## src/rtl/ddr5_pkg.sv

```systemverilog
// Shared types, timing defaults and small helpers for the DDR5 command responder.
package ddr5_pkg;

  localparam int N_BG    = 8;
  localparam int N_BA    = 4;
  localparam int N_BANK  = N_BG * N_BA;
  localparam int T_RCD   = 39;
  localparam int T_RP    = 39;
  localparam int T_RAS   = 76;
  localparam int T_CAS   = 40;
  localparam int T_CWD   = 38;
  localparam int T_BURST = 8;

  typedef enum logic [2:0] {
    CMD_ACT0 = 3'd0,
    CMD_ACT1 = 3'd1,
    CMD_RD0  = 3'd2,
    CMD_RD1  = 3'd3,
    CMD_WR0  = 3'd4,
    CMD_WR1  = 3'd5,
    CMD_PRE  = 3'd6,
    CMD_NOP  = 3'd7
  } cmd_t;

  typedef enum logic [2:0] {
    ERR_NONE     = 3'd0,
    ERR_PROTO    = 3'd1,
    ERR_CLOSED   = 3'd2,
    ERR_ACT_OPEN = 3'd3,
    ERR_TRCD     = 3'd4,
    ERR_TRP      = 3'd5,
    ERR_TRAS     = 3'd6,
    ERR_BUS      = 3'd7
  } err_t;

  typedef enum logic {
    BANK_IDLE   = 1'b0,
    BANK_ACTIVE = 1'b1
  } bank_state_t;

  typedef struct packed {
    logic       wr;
    logic [2:0] bg;
    logic [1:0] ba;
    logic [9:0] col;
  } burst_t;

  function automatic logic [4:0] bank_idx(input logic [2:0] bg, input logic [1:0] ba);
    return {bg, ba};
  endfunction

  // Second phase that must follow a given first phase.
  function automatic cmd_t phase1_of(input cmd_t c);
    case (c)
      CMD_ACT0: return CMD_ACT1;
      CMD_RD0:  return CMD_RD1;
      CMD_WR0:  return CMD_WR1;
      default:  return CMD_NOP;
    endcase
  endfunction

  function automatic logic [7:0] sat_inc(input logic [7:0] v);
    return (v == 8'hFF) ? v : v + 8'd1;
  endfunction

endpackage

```

## src/rtl/ddr5_cmd_responder_if.sv

```systemverilog
// Command stream in, data-burst / bank-state / error status out.
interface ddr5_cmd_responder_if;
  import ddr5_pkg::*;

  logic        cmd_valid;
  cmd_t        cmd;
  logic [2:0]  cmd_bg;
  logic [1:0]  cmd_ba;
  logic [15:0] cmd_row;
  logic [9:0]  cmd_col;

  logic        rd_valid;
  logic        wr_req;
  logic [2:0]  dq_bg;
  logic [1:0]  dq_ba;
  logic [9:0]  dq_col;
  logic [2:0]  dq_beat;
  logic [31:0] bank_open;
  logic        err_valid;
  err_t        err_code;

  modport master (
    output cmd_valid, cmd, cmd_bg, cmd_ba, cmd_row, cmd_col,
    input  rd_valid, wr_req, dq_bg, dq_ba, dq_col, dq_beat, bank_open, err_valid, err_code
  );

  modport slave (
    input  cmd_valid, cmd, cmd_bg, cmd_ba, cmd_row, cmd_col,
    output rd_valid, wr_req, dq_bg, dq_ba, dq_col, dq_beat, bank_open, err_valid, err_code
  );

endinterface

```

## src/rtl/ddr5_bank_tracker.sv

```systemverilog
// One bank: open/closed state, open row, and activate/precharge timers.
//   state       | meaning
//   BANK_IDLE   | precharged, rp_cnt counts time since PRE
//   BANK_ACTIVE | row open, ras_cnt counts time since ACT1
// The accepting cycle counts as 0, so a timer reads 1 on the following cycle and
// reads N exactly N cycles after the command. Both timers saturate at 255.
module ddr5_bank_tracker
  import ddr5_pkg::*;
(
  input  logic        clk,
  input  logic        rst_n,
  input  logic        act_ok,
  input  logic        pre_ok,
  input  logic [15:0] act_row,
  output logic        is_open,
  output logic        rcd_met,
  output logic        ras_met,
  output logic        rp_met
);

  bank_state_t state;
  logic [15:0] row_q;
  logic [7:0]  ras_cnt;
  logic [7:0]  rp_cnt;

  // Bank FSM plus its timers; timers start saturated so the bank is usable right after reset.
  always_ff @(posedge clk or negedge rst_n) begin
    if (!rst_n) begin
      state   <= BANK_IDLE;
      row_q   <= '0;
      ras_cnt <= 8'hFF;
      rp_cnt  <= 8'hFF;
    end else begin
      ras_cnt <= sat_inc(ras_cnt);
      rp_cnt  <= sat_inc(rp_cnt);
      case (state)
        BANK_IDLE: if (act_ok) begin
          state   <= BANK_ACTIVE;
          row_q   <= act_row;
          ras_cnt <= 8'd1;
        end
        BANK_ACTIVE: if (pre_ok) begin
          state  <= BANK_IDLE;
          rp_cnt <= 8'd1;
        end
        default: state <= BANK_IDLE;
      endcase
    end
  end

  assign is_open = (state == BANK_ACTIVE);
  assign rcd_met = (ras_cnt >= 8'(T_RCD));
  assign ras_met = (ras_cnt >= 8'(T_RAS));
  assign rp_met  = (rp_cnt  >= 8'(T_RP));

  a_row_capture: assert property (@(posedge clk) disable iff (!rst_n)
    (state == BANK_IDLE && act_ok) |=> (row_q == $past(act_row)));

endmodule

```

## src/rtl/ddr5_cmd_responder.sv

```systemverilog
// DIMM-side responder: pairs two-phase commands, checks bank timing and bus
// ownership, and plays back read / write-data-request bursts.
module ddr5_cmd_responder
  import ddr5_pkg::*;
(
  input logic                 clk,
  input logic                 rst_n,
  ddr5_cmd_responder_if.slave bus
);

  logic              pend_valid;
  cmd_t              pend_cmd;
  logic [2:0]        pend_bg;
  logic [1:0]        pend_ba;
  logic [N_BANK-1:0] open_vec, rcd_met, ras_met, rp_met;
  logic [4:0]        cmd_idx;
  logic              phase1, pre_phase, pend_set, do_act, do_pre, do_burst, bus_busy;
  err_t              err_nxt;
  logic [5:0]        lat;
  logic [1:0]        slot_v;
  logic [5:0]        slot_rem [2];
  burst_t            slot_info [2];
  logic              hit0, hit1, sel, alloc;

  // slot_rem is the distance in cycles to a burst's last beat, so its window is
  // [rem-7, rem] relative to now; a new burst occupies [lat, lat+7].
  function automatic logic overlaps(input logic v, input logic [5:0] rem, input logic [5:0] l);
    return v && (rem >= l) && (rem <= l + 6'(2 * T_BURST - 2));
  endfunction

  assign cmd_idx  = bank_idx(bus.cmd_bg, bus.cmd_ba);
  assign lat      = (bus.cmd == CMD_WR1) ? 6'(T_CWD) : 6'(T_CAS);
  assign bus_busy = (&slot_v) || overlaps(slot_v[0], slot_rem[0], lat)
                              || overlaps(slot_v[1], slot_rem[1], lat);
  assign alloc    = slot_v[0];

  for (genvar g = 0; g < N_BANK; g++) begin : g_bank
    ddr5_bank_tracker u_bank (
      .clk     (clk),
      .rst_n   (rst_n),
      .act_ok  (do_act && (cmd_idx == 5'(g))),
      .pre_ok  (do_pre && (cmd_idx == 5'(g))),
      .act_row (bus.cmd_row),
      .is_open (open_vec[g]),
      .rcd_met (rcd_met[g]),
      .ras_met (ras_met[g]),
      .rp_met  (rp_met[g])
    );
  end

  // Decode: phase pairing first, then legality; checks are ordered so the lowest code wins.
  always_comb begin
    err_nxt   = ERR_NONE;
    pend_set  = 1'b0;
    phase1    = 1'b0;
    pre_phase = 1'b0;
    do_act    = 1'b0;
    do_pre    = 1'b0;
    do_burst  = 1'b0;
    if (pend_valid) begin
      if (bus.cmd_valid && bus.cmd == phase1_of(pend_cmd) &&
          bus.cmd_bg == pend_bg && bus.cmd_ba == pend_ba)
        phase1 = 1'b1;
      else
        err_nxt = ERR_PROTO;
    end else if (bus.cmd_valid) begin
      case (bus.cmd)
        CMD_ACT0, CMD_RD0, CMD_WR0: pend_set  = 1'b1;
        CMD_PRE:                    pre_phase = 1'b1;
        default:                    err_nxt   = ERR_PROTO;
      endcase
    end
    if (phase1) begin
      if (bus.cmd == CMD_ACT1) begin
        if (open_vec[cmd_idx])     err_nxt = ERR_ACT_OPEN;
        else if (!rp_met[cmd_idx]) err_nxt = ERR_TRP;
        else                       do_act  = 1'b1;
      end else begin
        if (!open_vec[cmd_idx])     err_nxt  = ERR_CLOSED;
        else if (!rcd_met[cmd_idx]) err_nxt  = ERR_TRCD;
        else if (bus_busy)          err_nxt  = ERR_BUS;
        else                        do_burst = 1'b1;
      end
    end
    if (pre_phase && open_vec[cmd_idx]) begin
      if (!ras_met[cmd_idx]) err_nxt = ERR_TRAS;
      else                   do_pre  = 1'b1;
    end
  end

  // First-phase register; any cycle with a phase pending consumes it.
  always_ff @(posedge clk or negedge rst_n) begin
    if (!rst_n) begin
      pend_valid <= 1'b0;
      pend_cmd   <= CMD_NOP;
      pend_bg    <= '0;
      pend_ba    <= '0;
    end else begin
      pend_valid <= pend_set;
      if (pend_set) begin
        pend_cmd <= bus.cmd;
        pend_bg  <= bus.cmd_bg;
        pend_ba  <= bus.cmd_ba;
      end
    end
  end

  // Registered one-cycle error pulse.
  always_ff @(posedge clk or negedge rst_n) begin
    if (!rst_n) begin
      bus.err_valid <= 1'b0;
      bus.err_code  <= ERR_NONE;
    end else begin
      bus.err_valid <= (err_nxt != ERR_NONE);
      bus.err_code  <= err_nxt;
    end
  end

  // Two burst slots (one waiting, one playing) counting down to their last beat.
  always_ff @(posedge clk or negedge rst_n) begin
    if (!rst_n) begin
      slot_v <= '0;
      for (int s = 0; s < 2; s++) begin
        slot_rem[s]  <= '0;
        slot_info[s] <= '0;
      end
    end else begin
      for (int s = 0; s < 2; s++) begin
        if (slot_v[s]) begin
          if (slot_rem[s] == 6'd0) slot_v[s] <= 1'b0;
          else                     slot_rem[s] <= slot_rem[s] - 6'd1;
        end else if (do_burst && alloc == 1'(s)) begin
          slot_v[s]    <= 1'b1;
          slot_rem[s]  <= lat + 6'(T_BURST - 2);
          slot_info[s] <= '{wr: (bus.cmd == CMD_WR1), bg: bus.cmd_bg, ba: bus.cmd_ba, col: bus.cmd_col};
        end
      end
    end
  end

  // Beat outputs from whichever slot is inside its window (windows never overlap).
  always_comb begin
    hit0        = slot_v[0] && (slot_rem[0] < 6'(T_BURST));
    hit1        = slot_v[1] && (slot_rem[1] < 6'(T_BURST));
    sel         = !hit0;
    bus.rd_valid = 1'b0;
    bus.wr_req   = 1'b0;
    bus.dq_bg    = '0;
    bus.dq_ba    = '0;
    bus.dq_col   = '0;
    bus.dq_beat  = '0;
    if (hit0 || hit1) begin
      bus.rd_valid = !slot_info[sel].wr;
      bus.wr_req   = slot_info[sel].wr;
      bus.dq_bg    = slot_info[sel].bg;
      bus.dq_ba    = slot_info[sel].ba;
      bus.dq_col   = slot_info[sel].col;
      bus.dq_beat  = 3'(T_BURST - 1) - slot_rem[sel][2:0];
    end
  end

  assign bus.bank_open = open_vec;

endmodule

```

## src/flat_wrapper.sv

```systemverilog
// flat-port wrapper written by rule: the top's interface ports become plain ports
module ddr5_cmd_responder_flat import ddr5_pkg::*;
  (clk, rst_n, bus_cmd_valid, bus_cmd, bus_cmd_bg, bus_cmd_ba, bus_cmd_row, bus_cmd_col, bus_rd_valid, bus_wr_req, bus_dq_bg, bus_dq_ba, bus_dq_col, bus_dq_beat, bus_bank_open, bus_err_valid, bus_err_code);
  ddr5_cmd_responder_if bus_i ();
  input logic clk;
  input logic rst_n;
  input wire logic [$bits(bus_i.cmd_valid)-1:0] bus_cmd_valid;
  input wire logic [$bits(bus_i.cmd)-1:0] bus_cmd;
  input wire logic [$bits(bus_i.cmd_bg)-1:0] bus_cmd_bg;
  input wire logic [$bits(bus_i.cmd_ba)-1:0] bus_cmd_ba;
  input wire logic [$bits(bus_i.cmd_row)-1:0] bus_cmd_row;
  input wire logic [$bits(bus_i.cmd_col)-1:0] bus_cmd_col;
  output wire logic [$bits(bus_i.rd_valid)-1:0] bus_rd_valid;
  output wire logic [$bits(bus_i.wr_req)-1:0] bus_wr_req;
  output wire logic [$bits(bus_i.dq_bg)-1:0] bus_dq_bg;
  output wire logic [$bits(bus_i.dq_ba)-1:0] bus_dq_ba;
  output wire logic [$bits(bus_i.dq_col)-1:0] bus_dq_col;
  output wire logic [$bits(bus_i.dq_beat)-1:0] bus_dq_beat;
  output wire logic [$bits(bus_i.bank_open)-1:0] bus_bank_open;
  output wire logic [$bits(bus_i.err_valid)-1:0] bus_err_valid;
  output wire logic [$bits(bus_i.err_code)-1:0] bus_err_code;
  assign bus_i.cmd_valid = bus_cmd_valid;
  assign bus_i.cmd = bus_cmd;
  assign bus_i.cmd_bg = bus_cmd_bg;
  assign bus_i.cmd_ba = bus_cmd_ba;
  assign bus_i.cmd_row = bus_cmd_row;
  assign bus_i.cmd_col = bus_cmd_col;
  assign bus_rd_valid = bus_i.rd_valid;
  assign bus_wr_req = bus_i.wr_req;
  assign bus_dq_bg = bus_i.dq_bg;
  assign bus_dq_ba = bus_i.dq_ba;
  assign bus_dq_col = bus_i.dq_col;
  assign bus_dq_beat = bus_i.dq_beat;
  assign bus_bank_open = bus_i.bank_open;
  assign bus_err_valid = bus_i.err_valid;
  assign bus_err_code = bus_i.err_code;
  ddr5_cmd_responder u_core (.clk(clk), .rst_n(rst_n), .bus(bus_i));
endmodule
```

## config.mk

```make
export PLATFORM = sky130hd
export DESIGN_NAME = ddr5_cmd_responder_flat
export DESIGN_NICKNAME = d
export VERILOG_FILES = /design/src/rtl/ddr5_pkg.sv /design/src/rtl/ddr5_cmd_responder_if.sv /design/src/rtl/ddr5_bank_tracker.sv /design/src/rtl/ddr5_cmd_responder.sv /design/src/flat_wrapper.sv
export SDC_FILE = /design/constraint.sdc
export NUM_CORES = 1
export LEC_CHECK = 0
export BUFFER_PORTS_ARGS = -buffer_cell sky130_fd_sc_hd__buf_2
export CAP_MARGIN = 0
export CORE_MARGIN = 5
export CORE_UTILIZATION = 35
export CTS_BUF_LIST = sky130_fd_sc_hd__clkbuf_8
export DETAILED_ROUTE_END_ITERATION = 10
export MAX_ROUTING_LAYER = met4
export PLACE_DENSITY = 0.52
export SYNTH_ARGS = -nofsm -noshare
export SYNTH_HDL_FRONTEND = slang
export SYNTH_SLANG_ARGS = --single-unit
```

## constraint.sdc

```tcl
create_clock -name clk -period 3.15 [get_ports clk]
set_input_delay 0.63 -clock clk [delete_from_list [all_inputs] [get_ports clk]]
set_output_delay 0.63 -clock clk [all_outputs]
set_load 0.005 [all_outputs]
```

==> impl_metrics.yaml, run 1 <==
sta:
  worstMarginPinSlew_ns: 1.31
  min_period_over_period: 0.990
  hold_ws_ns: 0.160
  min_period_ns: 3.12
  rsz0062_at_grt: "true"
  worst_clock_skew_ns: 0.0260
  finalHoldViolCount: 0
  setup_viol: 0
  slew_viol_final: 0
  fin_ws_ns: 0.0302
  maxSlewHeadroom: 0.124
  fmax_mhz: 321
routing:
  drt_wl_total_um: 90600
  ant_nets: 0
  first_iter_violations: 1793
  drcViolationCount: 0
  routedWlPerCell_um: 16.9
  vias: 27300
  firstDrtPassIters: 6
  via_per_inst: 5.09
power:
  p_comb_frac: 0.336
  power_leakage_nw: 18.1
  finalPower_mw: 35.4
  p_seq_frac: 0.436
  power_density_mw_per_mm2: 844
  internal-power_mw: 23.2
  p_clk_frac: 0.227
  p_sw_mw: 12.2
  irDropWorstVdd_uv: 382
  swShare: 0.344
grt:
  antenna_found_initial: 7
  grt_overflow_total: 0
  grt_pass1_wl_um: 145000
  grt_pass1_vias: 26600
  grt_max_degree: 94
  track_usage: 0.178
placed_design:
  gp_congestion: 0.840
  post_dp_cell_area_mm2: 0.0385
  io_buffers: 76
  dp.cells: 5122
  dp_hpwl_um: 62300
  place_ws_ns: -0.880
critical_path:
  rr_endpoint: "u_core.g_bank[23].u_bank.ras_cnt[1]$_DFF_PN1_"
  criticalPathCategory: "register to register"
  r2r_slack_ns: 0.03
  critPathRequiredTime_ns: 3.74
  path_max_fanout: 9
  worst_ep_arrival_time_ns: 3.71
  cp-end-kind: "register"
  start_kind: "register"
  reg2reg_depth: 13
  reg2reg_from: "u_core.g_bank[23].u_bank.rp_cnt[0]$_DFF_PN1_"
cells_and_area:
  finalNetCount: 4141
  layout_common_cells: "dfstp_2, buf_4, nor2_1"
  instances_no_fill: 5364
  layout_commonest_cell: "dfstp_2"
  syn2layout_area_growth_pct: 25.9
  fin_area_mm2: 0.0419
  nFillCells: 9214
  drive_gt1_frac: 0.346
logic_synthesis:
  synth.area.top_cells: "dfstp_2, dfrtp_1, nor2_1"
  synth-edff-count: 0
  synthFlopType: "dfstp_2"
  avgSynthCellArea_um2: 9.63
  synth-async-reset-ratio: 1.00
  synth_cell_types: 83
  netlist_area_mm2: 0.0333
  synth_top_area_frac: 0.406
  ys_ff_latch: 603
  netlist.top_cell.by_area: "dfstp_2"
  syn-num-nets: 3596
  ys_warn_count: 0
  syn-instance-count: 3456
  ys_seq_area_frac: 0.473
clock_tree:
  path_clk_slew_ns: 0.06
  clock_latency_ns: 0.74
  cts_root_buffer: "clkbuf_8"
  clockBufferDepth: 3
  cts_tree: "built"
  clock_sinks: 603
  cts_buffers: 113
  cts.htree.levels: 3
flow_run:
  drv_cap: 0
status:
  status: "finished clean"
worst_hold_path:
  min_path_type: "input pin to register"
  hold_path_depth: 2
  hold-path-endpoint: "u_core.slot_info[8]$_DFFE_PN0P_"
  worst_hold_startpoint: "bus_cmd_col[8]"
floorplanning:
  std_cell_rows: 113
  die_h_um: 318
  ios: 93
  dieArea_mm2: 0.101
  initial_utilization: 0.351
  core-area_mm2: 0.0947
  die_w_um: 318
==> area by class of cell <==
cell class / count / area [um2] / share of cell area
Multi-Input combinational cell: 2585 / 16900 / 0.403
Sequential cell: 603 / 15700 / 0.375
Timing Repair Buffer: 571 / 4830 / 0.115
Clock buffer: 149 / 2050 / 0.0489
Tap cell: 1265 / 1580 / 0.0378
Inverter: 127 / 477 / 0.0114
Clock inverter: 59 / 354 / 0.00845
Antenna cell: 5 / 12.5 / 0.000298
==> timing repair <==
action                                  in CTS  in global routing
buffers inserted                             7                 12
hold endpoints to repair                     5                  0
hold buffers                                 1                  0
gates cloned                                 4                  7
pin swaps                                   15                 23
resized for setup                           53                 84
endpoints found under the setup margin     320                296
==> cell families after synthesis <==
| group | Yosys count | share of synthesized area |
|---|---|---|
| flops | 603 | 0.473 |
| mux | 92 | 0.0313 |
| fa+ha+maj | 103 | 0.0387 |
| simple gates | 1391 | 0.202 |
| buf+inv | 268 | 0.0375 |
| xor+xnor | 271 | 0.0713 |
| compound gates | 728 | 0.147 |
==> critical path, stage by stage, from the launching register on <==
cell and delay [ns]:
dfstp_2 0.56, ha_4 0.14, and2_4 0.14, o31a_1 0.16, nor4_4 0.07, or4_4 0.58
o211ai_1 0.25, a32oi_2 0.09, buf_6 0.15, nor3_4 0.19, buf_12 0.21, bufbuf_16 0.29
buf_4 0.10, a21oi_1 0.05
==> Yosys cell counts (all sizes together) (19+ instances only) <==
cell type and instances:
nand3 234, mux2 31, a2111oi 51, inv 126, a221oi 22, xnor2 139
nand2b 43, dfrtp 88, buf 88, xor2 132, and3 96, a31oi 33
a211oi 34, nand4 71, nand2 307, and2 20, nor2 418, a22oi 62
a211o 70, o21ai 126, a21oi 231, nor3 124, ha 103, mux2i 57
o211a 19, dfstp 515, clkbuf 53
==> worst max-delay path by stage <==
stage	slack (ns)	to	start
2_1_floorplan	0.03	u_core.slot_info[2]$_DFFE_PN0P_	bus_cmd[1]
3_3_place_gp	-1.00	u_core.g_bank[0].u_bank.ras_cnt[6]$_DFF_PN1_	bus_cmd_ba[0]
3_5_place_dp	-0.88	u_core.g_bank[2].u_bank.ras_cnt[4]$_DFF_PN1_	bus_cmd_ba[1]
4_1_cts	-0.02	u_core.g_bank[23].u_bank.ras_cnt[1]$_DFF_PN1_	u_core.g_bank[23].u_bank.rp_cnt[0]$_DFF_PN1_
5_1_grt	-0.09	u_core.g_bank[23].u_bank.ras_cnt[1]$_DFF_PN1_	u_core.g_bank[23].u_bank.rp_cnt[0]$_DFF_PN1_
6_report	0.03	u_core.g_bank[23].u_bank.ras_cnt[1]$_DFF_PN1_	u_core.g_bank[23].u_bank.rp_cnt[0]$_DFF_PN1_
==> per-stage QoR <==
stage	utilization	setup TNS, ns
final	0.443	0
after floorplan	-	0
after detailed placement	0.406	-316.92
after CTS	0.436	-0.0408
after global routing	0.442	-0.692
after global placement	0.406	-353.39
==> power groups by stage <==
stage	clock network, mW	registers [mW]	logic [mW]
after floorplan	0	15.1	7.52
after global placement	0	15.4	11.6
after detailed placement	0	15.3	11.8
after CTS	8.37	15.3	11.9
after global routing	8.74	15.9	13.6
final	8.05	15.4	11.9
==> routing by layer <==
| layer | part of all wire | vias to the layer above | wire length (um) | track usage |
|---|---|---|---|---|
| met3 | 0.050 | 136 | 4490 | 0.0342 |
| li1 | - | 13500 | - | - |
| met1 | 0.48 | 13200 | 43600 | 0.246 |
| met5 | 0 | - | 0 | - |
| met4 | 0.021 | 0 | 1920 | 0.0477 |
| met2 | 0.45 | 513 | 40700 | 0.271 |
==> registers in the layout, summed over array words and instances, names as in the netlist <==
name	flops
u_core.slot_v	2
u_core.slot_rem	12
u_core.pend_bg	3
u_core.g_bank.u_bank.ras_cnt	256
u_core.pend_cmd	3
u_core.pend_ba	2
u_core.bus.err_valid	1
u_core.pend_valid	1
u_core.g_bank.u_bank.rp_cnt	256
u_core.bus.err_code	3
u_core.g_bank.u_bank.is_open	32
u_core.slot_info	32
No activity file was read; power rests on OpenSTA's default activity.
==> run 2: changes to the inputs <==
- PLACE_DENSITY: 0.52 -> default
==> run 2 against run 1 <==
Against the previous run:
- cell area hardly changed
- critical endpoint is now u_core.slot_info[0]$_DFFE_PN0P_
- setup slack worse by 0.024 ns
- largest cell class unchanged
- combinational power hardly changed
==> impl_metrics.yaml, run 2 (synthesis results as in run 1) <==
cells_and_area:
  final_util: 0.443
  drive_gt1_frac: 0.352
  layout_commonest_cell: "dfstp_2"
  finalNetCount: 4147
  syn2layout_area_growth_pct: 26.0
  reg_top3: "u_core.g_bank.u_bank.ras_cnt: 256 flops, u_core.g_bank.u_bank.rp_cnt: 256 flops"
  instances_no_fill: 5369
  layout_common_cells: "dfstp_2, buf_4, nor2_1"
critical_path:
  crit_start: "u_core.g_bank[2].u_bank.ras_cnt[0]$_DFF_PN1_"
  criticalPathCategory: "register to register"
  critPathRequiredTime_ns: 3.75
  reg2reg_from: "u_core.g_bank[2].u_bank.ras_cnt[0]$_DFF_PN1_"
  worst_ep_arrival_time_ns: 3.74
  path_max_fanout: 7
  cp-end-kind: "register"
  start_kind: "register"
worst_hold_path:
  worst_hold_startpoint: "bus_cmd_col[6]"
  min_path_type: "input pin to register"
power:
  internal-power_mw: 23.3
  irDropWorstVdd_uv: 371
  power_density_mw_per_mm2: 850
  p_seq_frac: 0.435
  p_comb_frac: 0.342
  p_sw_mw: 12.4
  swShare: 0.347
  power_leakage_nw: 18.1
  p_clk_frac: 0.223
floorplanning:
  ios: 93
  die_h_um: 318
  std_cell_rows: 113
  die_w_um: 318
  initial_utilization: 0.351
  dieArea_mm2: 0.101
  core-area_mm2: 0.0947
sta:
  finalHoldViolCount: 0
  maxSlewHeadroom: 0.278
  setup_viol: 0
  hold_ws_ns: 0.159
  min_period_ns: 3.14
  worst_clock_skew_ns: 0.0735
  rsz0062_at_grt: "true"
  slew_viol_final: 0
  fmax_mhz: 318
  min_period_over_period: 0.998
  worstMarginPinSlew_ns: 1.08
clock_tree:
  clock_sinks: 603
  clock_latency_ns: 0.76
  cts_buffers: 107
  clockBufferDepth: 3
  path_clk_slew_ns: 0.06
  cts_tree: "built"
  cts.htree.levels: 3
  cts_root_buffer: "clkbuf_8"
placed_design:
  dp_hpwl_um: 62800
  io_buffers: 76
  gp_congestion: 0.880
  dp.cells: 5139
grt:
  track_usage: 0.176
  antenna_found_initial: 7
  grt_overflow_total: 0
  grt_pass1_vias: 26700
  grt_max_degree: 83
  grt_pass1_wl_um: 144000
routing:
  first_iter_violations: 2270
  routedWlPerCell_um: 16.9
  drt_wl_total_um: 90900
  drcViolationCount: 0
  firstDrtPassIters: 5
  via_per_inst: 5.20
  ant_nets: 0
  vias: 27900
flow_run:
  drv_cap: 0
status:
  status: "finished clean"
-- run 2: changes by cell type in the layout (fill, tap and decap cells not counted), moves of 5 or more --
cell / change
ha_1: -6
a21oi_1: -5
nor3_4: +10
buf_4: +15
a21oi_2: +5
inv_1: -10
nor3_2: -9
buf_6: +6
-- run 2: metal layers --
metal | track usage | share of wire | vias to the layer above
met4 | 0.0577 | 0.024 | 0
li1 | - | - | 13500
met3 | 0.0291 | 0.050 | 126
met1 | 0.239 | 0.46 | 13700
met5 | - | 0 | -
met2 | 0.270 | 0.46 | 648
-- run 2: what timing repair did --
item                                    4_1_cts  5_1_grt
hold buffers                                  1        0
buffers inserted                              8       11
endpoints found under the setup margin      346      331
hold endpoints to repair                      6        0
resized for setup                            55      109
pin swaps                                    12       28
cloned                                        3        8
-- run 2: critical path: stages (launching register included) --
cell	delay (ns)
dfstp_2	0.37
ha_1	0.21
a211o_1	0.32
a2111oi_1	0.44
buf_4	0.18
a31oi_1	0.06
a211oi_2	0.26
buf_4	0.17
nor3_4	0.05
o211ai_4	0.24
or3b_4	0.21
clkbuf_16	0.16
mux2_2	0.33
-- run 2: cell type report --
type	count	area [um2]
Fill cell	9053	52800
Multi-Input combinational cell	2585	17000
Sequential cell	603	15700
Timing Repair Buffer	583	4800
Clock buffer	145	2000
Tap cell	1265	1580
Inverter	127	477
Clock inverter	55	378
Antenna cell	6	15.0
-- run 2: path summary, 6_finish.rpt --
| kind | endpoint | slack [ns] | cells after the start |
|---|---|---|---|
| max in group asynchronous | u_core.g_bank[3].u_bank.rp_cnt[7]$_DFF_PN1_ | 1.70 | 3 |
| worst min-delay path | u_core.slot_info[6]$_DFFE_PN0P_ | 0.16 | 2 |
| worst max register to register | u_core.slot_info[0]$_DFFE_PN0P_ | 0.006 | 12 |
| worst min register to register | u_core.slot_info[29]$_DFFE_PN0P_ | 0.48 | 2 |
| min in group asynchronous | u_core.g_bank[23].u_bank.is_open$_DFF_PN0_ | 0.49 | 2 |
| worst max-delay path | u_core.slot_info[0]$_DFFE_PN0P_ | 0.006 | 12 |
-- run 2: through the flow --
stage	TNS [ns]	setup slack [ns]	total power, mW	instance area [um2]
2_1_floorplan	0	0.0268	22.7	33300
3_3_place_gp	-333.27	-0.916	27.0	38500
3_5_place_dp	-331.48	-0.846	27.4	38500
4_1_cts	0	0.000472	35.7	41200
5_1_grt	-1.35	-0.0781	38.4	41900
6_report	0	0.00570	35.6	41900
-- run 2: power groups by stage --
stage               Sequential, mW  Clock [mW]  Combinational (mW)
finish                        15.5        7.95                12.2
global route                  16.0        8.56                13.9
CTS                           15.4        8.19                12.1
detailed placement            15.4           0                12.0
global placement              15.3           0                11.7
floorplan                     15.1           0                7.52
==> run 3: changes to the inputs <==
==> constraint.sdc (replaced) <==
create_clock -name clk -period 3.15 [get_ports clk]
set_input_delay 0.315 -clock clk [delete_from_list [all_inputs] [get_ports clk]]
set_output_delay 0.315 -clock clk [all_outputs]
set_load 0.005 [all_outputs]
==> run 3 against run 2 <==
Against the previous run:
- setup slack gained 0.078 ns
- die area stayed put
- critical path depth is 1 higher
- non-clock buffer count fell by 173
- global-route usage down 0.68 points
- largest power group unchanged
- clock skew down 0.021 ns
- highest routed layer unchanged
- largest cell class unchanged
- sequential share of layout area grew 1.5 points
- core utilization shrank 1.7 points
- final cell count down 3.3%
- clock power fell by 6.8%
==> impl_metrics.yaml, run 3 (synthesis results as in run 1) <==
placed_design:
  io_buffers: 76
  post_dp_cell_area_mm2: 0.0372
  dp_hpwl_um: 58800
  gp_congestion: 0.882
critical_path:
  critPathRequiredTime_ns: 3.81
  rr_endpoint: "u_core.g_bank[16].u_bank.ras_cnt[7]$_DFF_PN1_"
  start_kind: "register"
  critPathSlowestCell: "a2111oi_1"
  worst_ep_arrival_time_ns: 3.73
  reg2reg_from: "u_core.g_bank[7].u_bank.rp_cnt[0]$_DFF_PN1_"
  critPathBufInv: 4
  cp_cell_sequence: "ha_2 > nand2_1 > nand2_1 > a2111oi_1 > buf_4 > o41a_1 > o21ai_2 > a32oi_2 > buf_6 > nor3_4 > buf_4 > bufbuf_16 > a221oi_1"
  criticalPathCategory: "register to register"
  reg2reg_depth: 13
  cp-end-kind: "register"
  max_stage_delay_ns: 0.41
  r2r_slack_ns: 0.08
  path_max_fanout: 15
  crit_family: "compound AO/OA/AOI/OAI gates"
power:
  p_clk_frac: 0.221
  internal-power_mw: 21.8
  swShare: 0.352
  p_seq_frac: 0.474
  power_leakage_nw: 17.1
  p_comb_frac: 0.305
  irDropWorstVdd_uv: 459
  power_density_mw_per_mm2: 833
  p_sw_mw: 11.8
floorplanning:
  core-area_mm2: 0.0947
  dieArea_mm2: 0.101
  die_h_um: 318
  std_cell_rows: 113
  initial_utilization: 0.351
  ios: 93
  die_w_um: 318
sta:
  min_period_ns: 3.07
  fmax_mhz: 326
  maxSlewHeadroom: 0.186
  min_period_over_period: 0.973
  finalHoldViolCount: 0
  slew_viol_final: 0
  fin_setup_tns_ns: 0
  worstMarginPinSlew_ns: 1.22
  setup_viol: 0
  worst_clock_skew_ns: 0.0524
worst_hold_path:
  hold-path-endpoint: "u_core.bus.err_code[0]$_DFF_PN0_"
  min_path_type: "input pin to register"
  worst_hold_startpoint: "bus_cmd_valid"
  hold_path_depth: 4
cells_and_area:
  fin_area_mm2: 0.0403
  layout_common_cells: "dfstp_2, nor2_1, nand2_1"
  finalNetCount: 3975
  reg_top3: "u_core.g_bank.u_bank.ras_cnt: 256 flops, u_core.g_bank.u_bank.rp_cnt: 256 flops"
  layout_commonest_cell: "dfstp_2"
  syn2layout_area_growth_pct: 21.2
  drive_gt1_frac: 0.313
clock_tree:
  cts.htree.levels: 3
  path_clk_slew_ns: 0.06
  clock_latency_ns: 0.76
  cts_root_buffer: "clkbuf_8"
  clock_sinks: 603
  clockBufferDepth: 3
  cts_tree: "built"
  cts_buffers: 108
grt:
  grt_pass1_wl_um: 139000
  track_usage: 0.169
  antenna_found_initial: 2
  grt_overflow_total: 0
  grt_pass1_vias: 26200
  grt_max_degree: 81
status:
  status: "finished clean"
routing:
  vias: 26900
  ant_nets: 0
  drcViolationCount: 0
  firstDrtPassIters: 5
  via_per_inst: 5.19
  first_iter_violations: 1677
  drt_wl_total_um: 86500
  routedWlPerCell_um: 16.7
flow_run:
  drv_cap: 0
## run 3: cell type report
| class | instances | area, um2 |
|---|---|---|
| Clock inverter | 64 | 329 |
| Fill cell | 9241 | 54400 |
| Inverter | 127 | 477 |
| Multi-Input combinational cell | 2585 | 16900 |
| Sequential cell | 603 | 15700 |
| Timing Repair Buffer | 410 | 3480 |
| Tap cell | 1265 | 1580 |
| Clock buffer | 137 | 1890 |
| Antenna cell | 3 | 7.51 |
## run 3: metrics by stage
step | hold WS (ns) | utilization | power [mW] | setup WS (ns) | instances
final | 0.0920 | 0.426 | 33.6 | 0.0835 | 5194
after global routing | 0.0988 | 0.426 | 36.3 | -0.0765 | 5192
after CTS | 0.0374 | 0.420 | 33.7 | 0.00413 | 5183
after detailed placement | 0.408 | 0.392 | 25.9 | -0.545 | 4963
after global placement | 0.415 | 0.392 | 25.6 | -0.507 | 4963
after floorplan | 0.0194 | - | 22.7 | 0.257 | 3456
## run 3: worst max path at each step
stage,start,end,slack [ns],cells after the start
floorplan,bus_cmd[1],u_core.slot_info[2]$_DFFE_PN0P_,0.26,12
global placement,bus_cmd_ba[0],u_core.bus.err_code[0]$_DFF_PN0_,-0.51,16
detailed placement,bus_cmd_ba[0],u_core.bus.err_valid$_DFF_PN0_,-0.55,16
CTS,u_core.g_bank[13].u_bank.rp_cnt[0]$_DFF_PN1_,u_core.bus.err_valid$_DFF_PN0_,0.004,14
global route,u_core.g_bank[7].u_bank.rp_cnt[0]$_DFF_PN1_,u_core.g_bank[18].u_bank.ras_cnt[7]$_DFF_PN1_,-0.08,13
finish,u_core.g_bank[7].u_bank.rp_cnt[0]$_DFF_PN1_,u_core.g_bank[16].u_bank.ras_cnt[7]$_DFF_PN1_,0.08,13
## run 3: repair_timing
item,in CTS,in global routing
gates cloned,4,4
hold buffers,13,0
resized for setup,46,77
buffers inserted,4,4
endpoints found under the hold margin,38,0
endpoints found under the setup margin,323,387
pin swaps,7,17
## run 3: layer usage
| metal | wire [um] | global-route usage |
|---|---|---|
| met5 | 0 | - |
| met4 | 1550 | 0.0413 |
| met3 | 3990 | 0.0285 |
| met2 | 39500 | 0.262 |
| met1 | 41500 | 0.234 |
## run 3: worst min-delay path, stage by stage
cell,delay [ns]
buf_2,0.14
a21oi_1,0.15
a311oi_1,0.07
buf_4,0.13
## run 3: power by group through the flow
stage,Clock (mW),Combinational (mW),Sequential (mW)
after global placement,0,9.85,15.7
after global routing,8.04,11.8,16.5
after detailed placement,0,10.2,15.8
after CTS,7.67,10.2,15.8
after floorplan,0,7.52,15.1
final,7.41,10.3,15.9
